### config.mk
export PLATFORM = sky130hd
export DESIGN_NAME = calc_acc_sequencer
export DESIGN_NICKNAME = d
export VERILOG_FILES = /design/src/rtl/calc_pkg.sv /design/src/rtl/calc_muldiv_iter.sv /design/src/rtl/calc_acc_sequencer.sv
export SDC_FILE = /design/constraint.sdc
export NUM_CORES = 1
export LEC_CHECK = 0
export ABC_AREA = 1
export BUFFER_PORTS_ARGS = -buffer_cell sky130_fd_sc_hd__buf_2
export CAP_MARGIN = 20
export CORE_UTILIZATION = 35
export DETAILED_ROUTE_END_ITERATION = 8
export PLACE_DENSITY_LB_ADDON = 0.3
export REMOVE_ABC_BUFFERS = 1
export SYNTH_ARGS = -nofsm -noshare
export SYNTH_HDL_FRONTEND = slang
export SYNTH_SLANG_ARGS = --single-unit
### constraint.sdc
create_clock -name CLK -period 3.75 [get_ports CLK]
set_input_delay 0.75 -clock CLK [delete_from_list [all_inputs] [get_ports CLK]]
set_output_delay 0.75 -clock CLK [all_outputs]
set_load 0.1 [all_outputs]
### src/rtl/calc_pkg.sv
// Shared definitions for the calculator accumulator sequencer.
//   - CALC_WIDTH : default datapath width (also the MUL/DIV iteration count)
//   - OP_*       : 3-bit command opcodes; 3'b110 and 3'b111 are illegal
//   - state_t    : sequencer FSM state encoding
//   - op_is_legal: true for the six defined opcodes
package calc_pkg;

  localparam int CALC_WIDTH = 16;

  localparam logic [2:0] OP_LOAD = 3'b000;
  localparam logic [2:0] OP_ADD  = 3'b001;
  localparam logic [2:0] OP_SUB  = 3'b010;
  localparam logic [2:0] OP_MUL  = 3'b011;
  localparam logic [2:0] OP_DIV  = 3'b100;
  localparam logic [2:0] OP_CLR  = 3'b101;

  typedef enum logic [2:0] {
    ST_INIT  = 3'd0,
    ST_IDLE  = 3'd1,
    ST_EXEC  = 3'd2,
    ST_ITER  = 3'd3,
    ST_WRITE = 3'd4,
    ST_DONE  = 3'd5
  } state_t;

  function automatic logic op_is_legal(input logic [2:0] op);
    return (op <= OP_CLR);
  endfunction

endpackage

### src/rtl/calc_muldiv_iter.sv
// Iterative unsigned multiply / divide engine, one bit per clock.
// A start pulse loads the operands; exactly WIDTH cycles later 'done' is high
// for one cycle while 'result'/'ovf' present the final value.
//   clk, reset : clock and synchronous active-high reset
//   start      : load operands and begin (one-cycle pulse)
//   op_is_div  : 1 = restoring division, 0 = shift-add multiplication
//   a, b       : operands (dividend/multiplicand, divisor/multiplier)
//   result     : low WIDTH bits of A*B, or floor(A/B)
//   ovf        : MUL only - high WIDTH bits of the product are nonzero
//   done       : final iteration cycle; result/ovf are valid
module calc_muldiv_iter
  import calc_pkg::*;
#(
  parameter int WIDTH = CALC_WIDTH
) (
  input  logic             clk,
  input  logic             reset,
  input  logic             start,
  input  logic             op_is_div,
  input  logic [WIDTH-1:0] a,
  input  logic [WIDTH-1:0] b,
  output logic [WIDTH-1:0] result,
  output logic             ovf,
  output logic             done
);

  localparam int CNT_W = (WIDTH > 1) ? $clog2(WIDTH) : 1;
  localparam logic [CNT_W-1:0] CNT_LAST = CNT_W'(WIDTH - 1);

  logic               busy_r;
  logic               is_div_r;
  logic [CNT_W-1:0]   cnt_r;
  logic [2*WIDTH-1:0] mcand_r;
  logic [WIDTH-1:0]   mplier_r;
  logic [2*WIDTH-1:0] prod_r;
  logic [WIDTH-1:0]   rem_r;
  logic [WIDTH-1:0]   quo_r;
  logic [WIDTH-1:0]   divisor_r;

  logic [2*WIDTH-1:0] prod_nx;
  logic [2*WIDTH-1:0] mcand_nx;
  logic [WIDTH-1:0]   mplier_nx;
  logic [WIDTH:0]     shifted_s;
  logic [WIDTH-1:0]   rem_nx;
  logic [WIDTH-1:0]   quo_nx;

  // One iteration step of both algorithms, computed from the current registers.
  always_comb begin
    mcand_nx  = mcand_r << 1;
    mplier_nx = mplier_r >> 1;
    if (mplier_r[0]) begin
      prod_nx = prod_r + mcand_r;
    end else begin
      prod_nx = prod_r;
    end

    // Restoring division: bring down the next dividend bit, subtract if it fits.
    // The difference is always below the divisor, so WIDTH bits suffice.
    shifted_s = {rem_r, quo_r[WIDTH-1]};
    if (shifted_s >= {1'b0, divisor_r}) begin
      rem_nx = shifted_s[WIDTH-1:0] - divisor_r;
      quo_nx = {quo_r[WIDTH-2:0], 1'b1};
    end else begin
      rem_nx = shifted_s[WIDTH-1:0];
      quo_nx = {quo_r[WIDTH-2:0], 1'b0};
    end
  end

  // Final-cycle outputs come straight from the last step so the caller can
  // register them on the same edge that ends the iteration.
  always_comb begin
    done = busy_r && (cnt_r == CNT_LAST);
    if (is_div_r) begin
      result = quo_nx;
      ovf    = 1'b0;
    end else begin
      result = prod_nx[WIDTH-1:0];
      ovf    = |prod_nx[2*WIDTH-1:WIDTH];
    end
  end

  // Operand load on start, then one step per cycle until the last count.
  always_ff @(posedge clk) begin
    if (reset) begin
      busy_r    <= 1'b0;
      is_div_r  <= 1'b0;
      cnt_r     <= {CNT_W{1'b0}};
      mcand_r   <= {2*WIDTH{1'b0}};
      mplier_r  <= {WIDTH{1'b0}};
      prod_r    <= {2*WIDTH{1'b0}};
      rem_r     <= {WIDTH{1'b0}};
      quo_r     <= {WIDTH{1'b0}};
      divisor_r <= {WIDTH{1'b0}};
    end else if (start) begin
      busy_r    <= 1'b1;
      is_div_r  <= op_is_div;
      cnt_r     <= {CNT_W{1'b0}};
      mcand_r   <= {{WIDTH{1'b0}}, a};
      mplier_r  <= b;
      prod_r    <= {2*WIDTH{1'b0}};
      rem_r     <= {WIDTH{1'b0}};
      quo_r     <= a;
      divisor_r <= b;
    end else if (busy_r) begin
      mcand_r  <= mcand_nx;
      mplier_r <= mplier_nx;
      prod_r   <= prod_nx;
      rem_r    <= rem_nx;
      quo_r    <= quo_nx;
      cnt_r    <= cnt_r + CNT_W'(1);
      if (done) begin
        busy_r <= 1'b0;
      end
    end
  end

endmodule

### src/rtl/calc_acc_sequencer.sv
// Command sequencer for the calculator's accumulator register.
// Accepts one command per CMD_VALID/CMD_READY handshake, computes the new
// accumulator value from the latched ACC_Q and CMD_DATA, writes it back via
// ACC_EN/ACC_D (or ACC_CLR_N for CLR) and pulses DONE with OVF/ERR status.
//   CLK, RESET           : clock, synchronous active-high reset
//   CMD_VALID/READY/OP/DATA : command handshake, opcode and operand B
//   ACC_Q                : current accumulator value (operand A)
//   ACC_D, ACC_EN        : write-back value and one-cycle load enable
//   ACC_CLR_N            : one-cycle active-low clear (INIT and CLR)
//   BUSY, DONE           : not-idle indicator, one-cycle completion pulse
//   OVF, ERR             : status, valid from DONE until the next accept
module calc_acc_sequencer
  import calc_pkg::*;
#(
  parameter int WIDTH = CALC_WIDTH
) (
  input  logic             CLK,
  input  logic             RESET,
  input  logic             CMD_VALID,
  output logic             CMD_READY,
  input  logic [2:0]       CMD_OP,
  input  logic [WIDTH-1:0] CMD_DATA,
  input  logic [WIDTH-1:0] ACC_Q,
  output logic [WIDTH-1:0] ACC_D,
  output logic             ACC_EN,
  output logic             ACC_CLR_N,
  output logic             BUSY,
  output logic             DONE,
  output logic             OVF,
  output logic             ERR
);

  state_t state_r;
  state_t next_state;

  logic [WIDTH-1:0] a_r;
  logic [WIDTH-1:0] b_r;
  logic [WIDTH-1:0] res_r;
  logic [2:0]       op_r;
  logic             ovf_r;
  logic             err_r;

  logic             accept_s;
  logic             b_zero_s;
  logic             cmd_err_s;
  logic             eng_start_s;
  logic             eng_done_s;
  logic             eng_ovf_s;
  logic [WIDTH-1:0] eng_result_s;

  logic [WIDTH:0]   sum_s;
  logic [WIDTH-1:0] diff_s;
  logic             borrow_s;

  logic             ready_nx;
  logic             busy_nx;
  logic             done_nx;
  logic             en_nx;
  logic             clr_n_nx;

  // Handshake and command classification in the accept cycle.
  always_comb begin
    accept_s    = CMD_VALID && (state_r == ST_IDLE);
    b_zero_s    = (CMD_DATA == {WIDTH{1'b0}});
    cmd_err_s   = !op_is_legal(CMD_OP) || ((CMD_OP == OP_DIV) && b_zero_s);
    eng_start_s = accept_s &&
                  ((CMD_OP == OP_MUL) || ((CMD_OP == OP_DIV) && !b_zero_s));
  end

  // Single-cycle EXEC arithmetic on the latched operands.
  always_comb begin
    sum_s    = {1'b0, a_r} + {1'b0, b_r};
    diff_s   = a_r - b_r;
    borrow_s = (a_r < b_r);
  end

  // FSM next-state logic.
  always_comb begin
    next_state = state_r;
    case (state_r)
      ST_INIT: begin
        next_state = ST_IDLE;
      end
      ST_IDLE: begin
        if (accept_s) begin
          if (cmd_err_s) begin
            next_state = ST_DONE;
          end else if (eng_start_s) begin
            next_state = ST_ITER;
          end else begin
            next_state = ST_EXEC;
          end
        end else begin
          next_state = ST_IDLE;
        end
      end
      ST_EXEC: begin
        next_state = ST_WRITE;
      end
      ST_ITER: begin
        if (eng_done_s) begin
          next_state = ST_WRITE;
        end else begin
          next_state = ST_ITER;
        end
      end
      ST_WRITE: begin
        next_state = ST_DONE;
      end
      ST_DONE: begin
        next_state = ST_IDLE;
      end
      default: begin
        next_state = ST_INIT;
      end
    endcase
  end

  // Output levels for the upcoming state; registered below so every control
  // output comes from a flop yet lines up with the state it belongs to.
  // op_r is already valid whenever WRITE is next, since WRITE never follows IDLE.
  always_comb begin
    ready_nx = (next_state == ST_IDLE);
    busy_nx  = (next_state != ST_IDLE);
    done_nx  = (next_state == ST_DONE);
    if (next_state == ST_WRITE) begin
      en_nx    = (op_r != OP_CLR);
      clr_n_nx = (op_r != OP_CLR);
    end else if (next_state == ST_INIT) begin
      en_nx    = 1'b0;
      clr_n_nx = 1'b0;
    end else begin
      en_nx    = 1'b0;
      clr_n_nx = 1'b1;
    end
  end

  // State register and registered control outputs.
  always_ff @(posedge CLK) begin
    if (RESET) begin
      state_r   <= ST_INIT;
      CMD_READY <= 1'b0;
      BUSY      <= 1'b1;
      DONE      <= 1'b0;
      ACC_EN    <= 1'b0;
      ACC_CLR_N <= 1'b0;
    end else begin
      state_r   <= next_state;
      CMD_READY <= ready_nx;
      BUSY      <= busy_nx;
      DONE      <= done_nx;
      ACC_EN    <= en_nx;
      ACC_CLR_N <= clr_n_nx;
    end
  end

  // Operand latch, result register and status flags.
  always_ff @(posedge CLK) begin
    if (RESET) begin
      a_r   <= {WIDTH{1'b0}};
      b_r   <= {WIDTH{1'b0}};
      op_r  <= OP_LOAD;
      res_r <= {WIDTH{1'b0}};
      ovf_r <= 1'b0;
      err_r <= 1'b0;
    end else begin
      case (state_r)
        ST_IDLE: begin
          if (accept_s) begin
            a_r   <= ACC_Q;
            b_r   <= CMD_DATA;
            op_r  <= CMD_OP;
            ovf_r <= 1'b0;
            err_r <= cmd_err_s;
          end
        end
        ST_EXEC: begin
          case (op_r)
            OP_LOAD: res_r <= b_r;
            OP_ADD: begin
              res_r <= sum_s[WIDTH-1:0];
              ovf_r <= sum_s[WIDTH];
            end
            OP_SUB: begin
              res_r <= diff_s;
              ovf_r <= borrow_s;
            end
            default: res_r <= res_r;
          endcase
        end
        ST_ITER: begin
          if (eng_done_s) begin
            res_r <= eng_result_s;
            ovf_r <= eng_ovf_s;
          end
        end
        default: begin
          res_r <= res_r;
        end
      endcase
    end
  end

  assign ACC_D = res_r;
  assign OVF   = ovf_r;
  assign ERR   = err_r;

  // Operands go straight from the command bus so the engine starts on the
  // accept edge and finishes on the WIDTH-th ITER cycle.
  calc_muldiv_iter #(
    .WIDTH(WIDTH)
  ) u_muldiv (
    .clk      (CLK),
    .reset    (RESET),
    .start    (eng_start_s),
    .op_is_div(CMD_OP == OP_DIV),
    .a        (ACC_Q),
    .b        (CMD_DATA),
    .result   (eng_result_s),
    .ovf      (eng_ovf_s),
    .done     (eng_done_s)
  );

endmodule

## Word level (Yosys, flattened, before mapping)

Cells that the tools add are included.

- Flip-flop bits (word level): 195
- Input bits: 38
- Output and inout bits: 23
- Word-level logic and storage cells: 101

- $add $sub $neg: 5
- Magnitude comparators: 3
- Eq/ne operators: 19
- Muxes and demuxes: 28
- Bitwise operators: 1
- Reduce and logical (&&, ||, !) cells: 23

Operator list:

| operator | count |
|---|---|
| $mux 16 | 9 |
| $pmux 16 s3 | 1 |
| $add 32x32->32 | 1 |
| $mux 32 | 1 |
| $pmux 16 s2 | 1 |
| $sub 16x16->16 | 2 |
| $add 16x16->17 | 1 |
| $ge 17x16->1 | 1 |
| $logic_not 16->1 | 1 |
| $lt 16x16->1 | 1 |
| $reduce_or 16->1 | 1 |
| $eq 3x3->1 const B | 5 |
| $pmux 3 s5 | 1 |
| $eq 3x2->1 const B | 4 |
| $mux 1 | 10 |
| $eq 3x1->1 const B | 3 |
| $logic_not 3->1 | 3 |
| $mux 3 | 3 |
| $ne 3x1->1 const B | 2 |
| $reduce_or 2->1 | 3 |
| $logic_and 1x1->1 | 5 |
| $add 4x1->4 const B | 1 |
| $eq 4x4->1 const B | 1 |
| $ne 2x2->1 const B | 2 |
| 13 further kinds | 16 |

## Longest topological paths before layout

- Depth after elaboration: 12
- Gate-level depth with buffers: 20
- Mapped depth without buffers: 20

## Cells and area by module

From an unflattened synthesis, not the netlist that was laid out.

- Cells, all modules: 2238
- Area, all modules: 13845.8 sq um

By module, submodules not included:

| module | times used | cells each | area each (sq um) | sequential area each (sq um) |
|---|---|---|---|---|
| calc_muldiv_iter | 1 | 1474 | 9186.3 | 2682.6 |
| calc_acc_sequencer | 1 | 764 | 4659.5 | 1221.2 |

## Worst setup path after synthesis

OpenSTA, ideal clock, no wires.

- Path type: reg-to-reg
- Start point: reg u_muldiv.prod_r[0]
- End point: reg ovf_r (netlist: OVF)
- Library setup time: 122 ps
- Arrival: 2020 ps
- Required time: 3628 ps
- Setup slack: 1608 ps
- Cell stages (with the launch flop): 19
- Buffers on the path: 0
- Period minus slack after synthesis: 2142 ps
- Cells stage by stage: dfxtp_1 -> ha_1 -> fa_1 -> nand3_1 -> nand3_1 -> nand2_1 -> nand2_1 -> nand2_1 -> nand2_1 -> nand2_1 -> nand3_1 -> nand3_1 -> nand2_1 -> nor2_1 -> nand2_1 -> nor2_1 -> nand2_1 -> nand2_1 -> a21oi_1

- Cells in the longest elaborated chain, start to end: 6

RTL lines:

| element | RTL line | RTL |
|---|---|---|
| from (decl) | calc_muldiv_iter.sv:35 | `logic [2*WIDTH-1:0] prod_r;` |
| from (signal assigned) | calc_muldiv_iter.sv:90 | `prod_r <= {2*WIDTH{1'b0}};` |
| from (signal assigned) | calc_muldiv_iter.sv:100 | `prod_r <= {2*WIDTH{1'b0}};` |
| from (signal assigned) | calc_muldiv_iter.sv:107 | `prod_r <= prod_nx;` |
| $add 32x32->32 | calc_muldiv_iter.sv:52 | `prod_nx = prod_r + mcand_r;` |
| $mux 32 | calc_muldiv_iter.sv:51 | `if (mplier_r[0]) begin` |
| $reduce_or 16->1 | calc_muldiv_iter.sv:78 | `ovf = \|prod_nx[2*WIDTH-1:WIDTH];` |
| $mux 1 | calc_muldiv_iter.sv:73 | `if (is_div_r) begin` |
| $mux 1 | calc_acc_sequencer.sv:192 | `if (eng_done_s) begin` |
| $pmux 1 s3 | calc_acc_sequencer.sv:167 | `case (state_r)` |
| to (signal assigned) | calc_acc_sequencer.sv:182 | `ovf_r <= sum_s[WIDTH];` |
| to (signal assigned) | calc_acc_sequencer.sv:186 | `ovf_r <= borrow_s;` |
| to (signal assigned) | calc_acc_sequencer.sv:194 | `ovf_r <= eng_ovf_s;` |
| to (decl) | calc_acc_sequencer.sv:40 | `logic ovf_r;` |

No other way between the ends. The select of a mux whose other input is x is not followed.
A chain may end at the register's enable or synchronous reset.

## Worst setup path in the final report

- Start point: reg u_muldiv.mcand_r[0]
- End point: reg ovf_r (netlist: OVF)

- Cells in the longest elaborated chain, start to end: 6

RTL lines:

| element | RTL line | RTL |
|---|---|---|
| from (decl) | calc_muldiv_iter.sv:33 | `logic [2*WIDTH-1:0] mcand_r;` |
| from (signal assigned) | calc_muldiv_iter.sv:88 | `mcand_r <= {2*WIDTH{1'b0}};` |
| from (signal assigned) | calc_muldiv_iter.sv:98 | `mcand_r <= {{WIDTH{1'b0}}, a};` |
| from (signal assigned) | calc_muldiv_iter.sv:105 | `mcand_r <= mcand_nx;` |
| $add 32x32->32 | calc_muldiv_iter.sv:52 |  |
| $mux 32 | calc_muldiv_iter.sv:51 |  |
| $reduce_or 16->1 | calc_muldiv_iter.sv:78 |  |
| $mux 1 | calc_muldiv_iter.sv:73 |  |
| $mux 1 | calc_acc_sequencer.sv:192 |  |
| $pmux 1 s3 | calc_acc_sequencer.sv:167 |  |

No other way between the ends. The select of a mux whose other input is x is not followed.

==> flow_metrics.env <==
export IMPL_async_reset_ff_share_pct=0
export IMPL_path_cells="ha_1 > fa_1 > nand3_1 > nand3_1 > nand2_1 > nand2_1 > nand2_1 > nand2_1 > nand2_1 > nand3_1 > nand3_1 > nand2_1 > nor2_1 > nand2_1 > nor2_1 > nand2_1 > nand2_1 > a21oi_1"
export IMPL_skew_ps=23.7
export IMPL_antenna_cells=0
export IMPL_routed_wl_um=40000
export IMPL_hp_class="flip-flop to flip-flop"
export IMPL_fin_crit_sh_pct=76.6
export IMPL_tightest_slew_ps=974
export IMPL_final_core_util_pct=38.9
export IMPL_p_leak_uw=0.00687
export IMPL_antenna_found_initial=0
export IMPL_ys_types=49
export IMPL_ctsHoldBuffers=0
export IMPL_cts_resized=0
export IMPL_grt_pass1_vias=12200
export IMPL_drt_iter0_markers=958
export IMPL_grt_overflow=0
export IMPL_yosysSeqAreaShare_pct=30.1
export IMPL_post_place_cells=2501
export IMPL_synth_top_cells_by_area="dfxtp_1 (30%), nand2_1 (17%), inv_1 (8.4%)"
export IMPL_path_max_fanout=4
export IMPL_post_cts_setup_buffer_count=0
export IMPL_viasPerCell=5.12
export IMPL_min_path_cells=2
export IMPL_grt_max_degree=74
export IMPL_area_growth_pct=9.79
export IMPL_r2r_end="OVF"
export IMPL_finalNetCount=2174
export IMPL_setup_viol=0
export IMPL_ios=61
export IMPL_finalHoldViolations=0
export IMPL_gp_congestion=0.930
export IMPL_fp_dieW_um=194
export IMPL_core_mm2=0.0365
export IMPL_postSynthCellCount=2033
export IMPL_relSlewSlack_pct=34.6
export IMPL_num_rows=70
export IMPL_crit_slowest_cell="fa_1"
export IMPL_grt_pass1_wl_um=64500
export IMPL_n_fill_cell=3887
export IMPL_cp_start_kind="flip-flop"
export IMPL_dieArea_mm2=0.0378
export IMPL_drive_gt1_share_pct=6.49
export IMPL_fin_crit_ps=2870
export IMPL_rsz0062_at_grt="false"
export IMPL_drc=0
export IMPL_cts_buffers=17
export IMPL_yosysMostFrequentCell="nand2_1"
export IMPL_cp_arrival_ps=3240
export IMPL_synth_largest_area_cell="dfxtp_1"
export IMPL_final_cells=2533
export IMPL_synthTopCellsByCount="nand2_1 (581), inv_1 (290), a21oi_1 (204)"
export IMPL_max_freq_ghz=0.348
export IMPL_place_area_mm2=0.0136
export IMPL_min_to="u_muldiv.mplier_r[15]"
export IMPL_crit_type="flip-flop to flip-flop"
export IMPL_avgSynthCellArea_um2=6.37
export IMPL_synth_top_cell_area_share_pct=30.1
export IMPL_dr_pass1_iters=6
export IMPL_worstRegToRegCells=18
export IMPL_synth_edf_count=0
export IMPL_track_usage_pct=21.4
export IMPL_drv_cap=0
export IMPL_drv_slew=0
export IMPL_post_drt_wl_per_cell_um=15.8
export IMPL_reg_top3="u_muldiv.mcand_r x32, u_muldiv.prod_r x32"
export IMPL_min_from="u_muldiv.mplier_r[15]"
export IMPL_synth_ff_type="dfxtp_1"
export IMPL_initial_core_util_pct=35.5
export IMPL_ir_drop_mv=0.229
export IMPL_drtAntennaViolNets=0
export IMPL_power_density_mw_per_mm2=384
export IMPL_crit_path_frequent_cell="nand2_1"
export IMPL_tritoncts="yes"
export IMPL_cts_root_buf="clkbuf_16"
export IMPL_end_kind="flip-flop"
export IMPL_status="completed"
export IMPL_synth_seq_cells=195
export IMPL_io_buffers=60
export IMPL_synth_area_mm2=0.0130
export IMPL_slowest_delay_ps=460
export IMPL_final_area_mm2=0.0142
export IMPL_chipHeight_um=194
export IMPL_clk_pin_slew_ps=90
export IMPL_hpwl_um=30700
export IMPL_r2r_slack_ps=880
export IMPL_worstSkewPairLatency_ps=470
export IMPL_multi_input_area_mm2=0.00756
export IMPL_ys_warn_count=0
export IMPL_regArea_mm2=0.00391
export IMPL_reg2reg_from="u_muldiv.mcand_r[0]"
export IMPL_cts_sinks=195
export IMPL_required_ps=4120
export IMPL_h_tree_depth=4
export IMPL_num_vias=13000
export IMPL_clockBufferDepth=2
## area by class of cell
| type | count | area share (%) |
|---|---|---|
| inverter | 296 | 7.82 |
| multi-input combinational | 1462 | 53.2 |
| tap | 468 | 4.12 |
| timing repair buffer | 80 | 3.17 |
| clock inverter | 15 | 1.28 |
| clock buffer | 17 | 2.99 |
| sequential | 195 | 27.5 |
## cell usage in the layout, fill, tap and decap left out, types with 3 or more instances in the layout
cell | synthesis | routed
nor2_4 | 3 | 3
xnor2_1 | 16 | 16
nand2_1 | 581 | 581
a21o_1 | 8 | 8
o21bai_1 | 12 | 12
nor3_1 | 17 | 17
inv_6 | 0 | 3
inv_1 | 290 | 289
fa_1 | 4 | 4
clkinv_8 | 0 | 3
nor2_1 | 156 | 156
clkbuf_16 | 0 | 17
inv_2 | 4 | 5
nand4_1 | 12 | 12
dfxtp_1 | 195 | 194
buf_4 | 3 | 20
inv_8 | 0 | 4
ha_1 | 80 | 80
nand3_1 | 108 | 107
xor2_1 | 15 | 15
a31oi_1 | 14 | 14
o21ai_1 | 4 | 4
a211oi_1 | 5 | 5
a21oi_1 | 204 | 204
buf_2 | 20 | 60
o21ai_0 | 123 | 123
o221ai_1 | 9 | 9
or2_2 | 8 | 8
o211ai_1 | 30 | 30
nand3b_1 | 4 | 4
nor4_1 | 5 | 5
o22ai_1 | 13 | 13
a221oi_1 | 15 | 15
## worst max-delay path: cells and delay by family (launching register included)
kind / cells / cell delay [ps]
AO/OA/AOI/OAI: 1 / 60
flip-flops: 1 / 350
AND/OR/NAND/NOR: 15 / 1630
adder cells (fa/ha/maj): 2 / 710
## worst max-delay path by stage
stage | from | endpoint | slack, ps | depth (start not counted)
after floorplan | u_muldiv.busy_r | ACC_D[0] | -350 | 9
after global placement | CMD_DATA[13] | u_muldiv.quo_r[13] | 530 | 15
after detailed placement | CMD_DATA[0] | u_muldiv.mcand_r[4] | 470 | 12
after CTS | u_muldiv.mcand_r[0] | OVF | 850 | 16
after global routing | u_muldiv.mcand_r[0] | OVF | 590 | 18
final | u_muldiv.mcand_r[0] | OVF | 880 | 18
## through the flow
step	setup WS (ps)	hold WS [ps]	setup TNS (ps)	power [uW]
after floorplan	-346	439	-3220	3190
after global placement	533	454	0	3580
after detailed placement	470	461	0	3590
after CTS	852	483	0	5490
after global routing	593	504	0	5740
final	876	479	0	5470
## cells by family (layout without fill, tap and decap cells)
group,Yosys count,in the layout,synth area share [%]
simple gates,901,901,28.3
mux,2,2,0.155
compound gates,444,444,19.4
buf+inv,376,408,11.5
xor+xnor,31,31,2.10
flops,195,195,30.1
fa+ha+maj,84,84,8.35
## layer usage
layer	part of all wire [%]	vias up	routed length [um]	GRT usage, %
met5	0	-	0	0
met4	2.1	0	841	6.32
met3	4.5	49	1800	2.72
met2	45	314	18200	35.3
met1	48	5986	19200	29.2
li1	-	6622	-	-
## where the power goes
group / leakage (uW) / internal (uW) / switching, uW
clock: 0.000291 / 959 / 951
combinational: 0.00499 / 392 / 923
sequential: 0.00158 / 2170 / 74.4
Note: power is estimated with default switching activity, not from simulation.
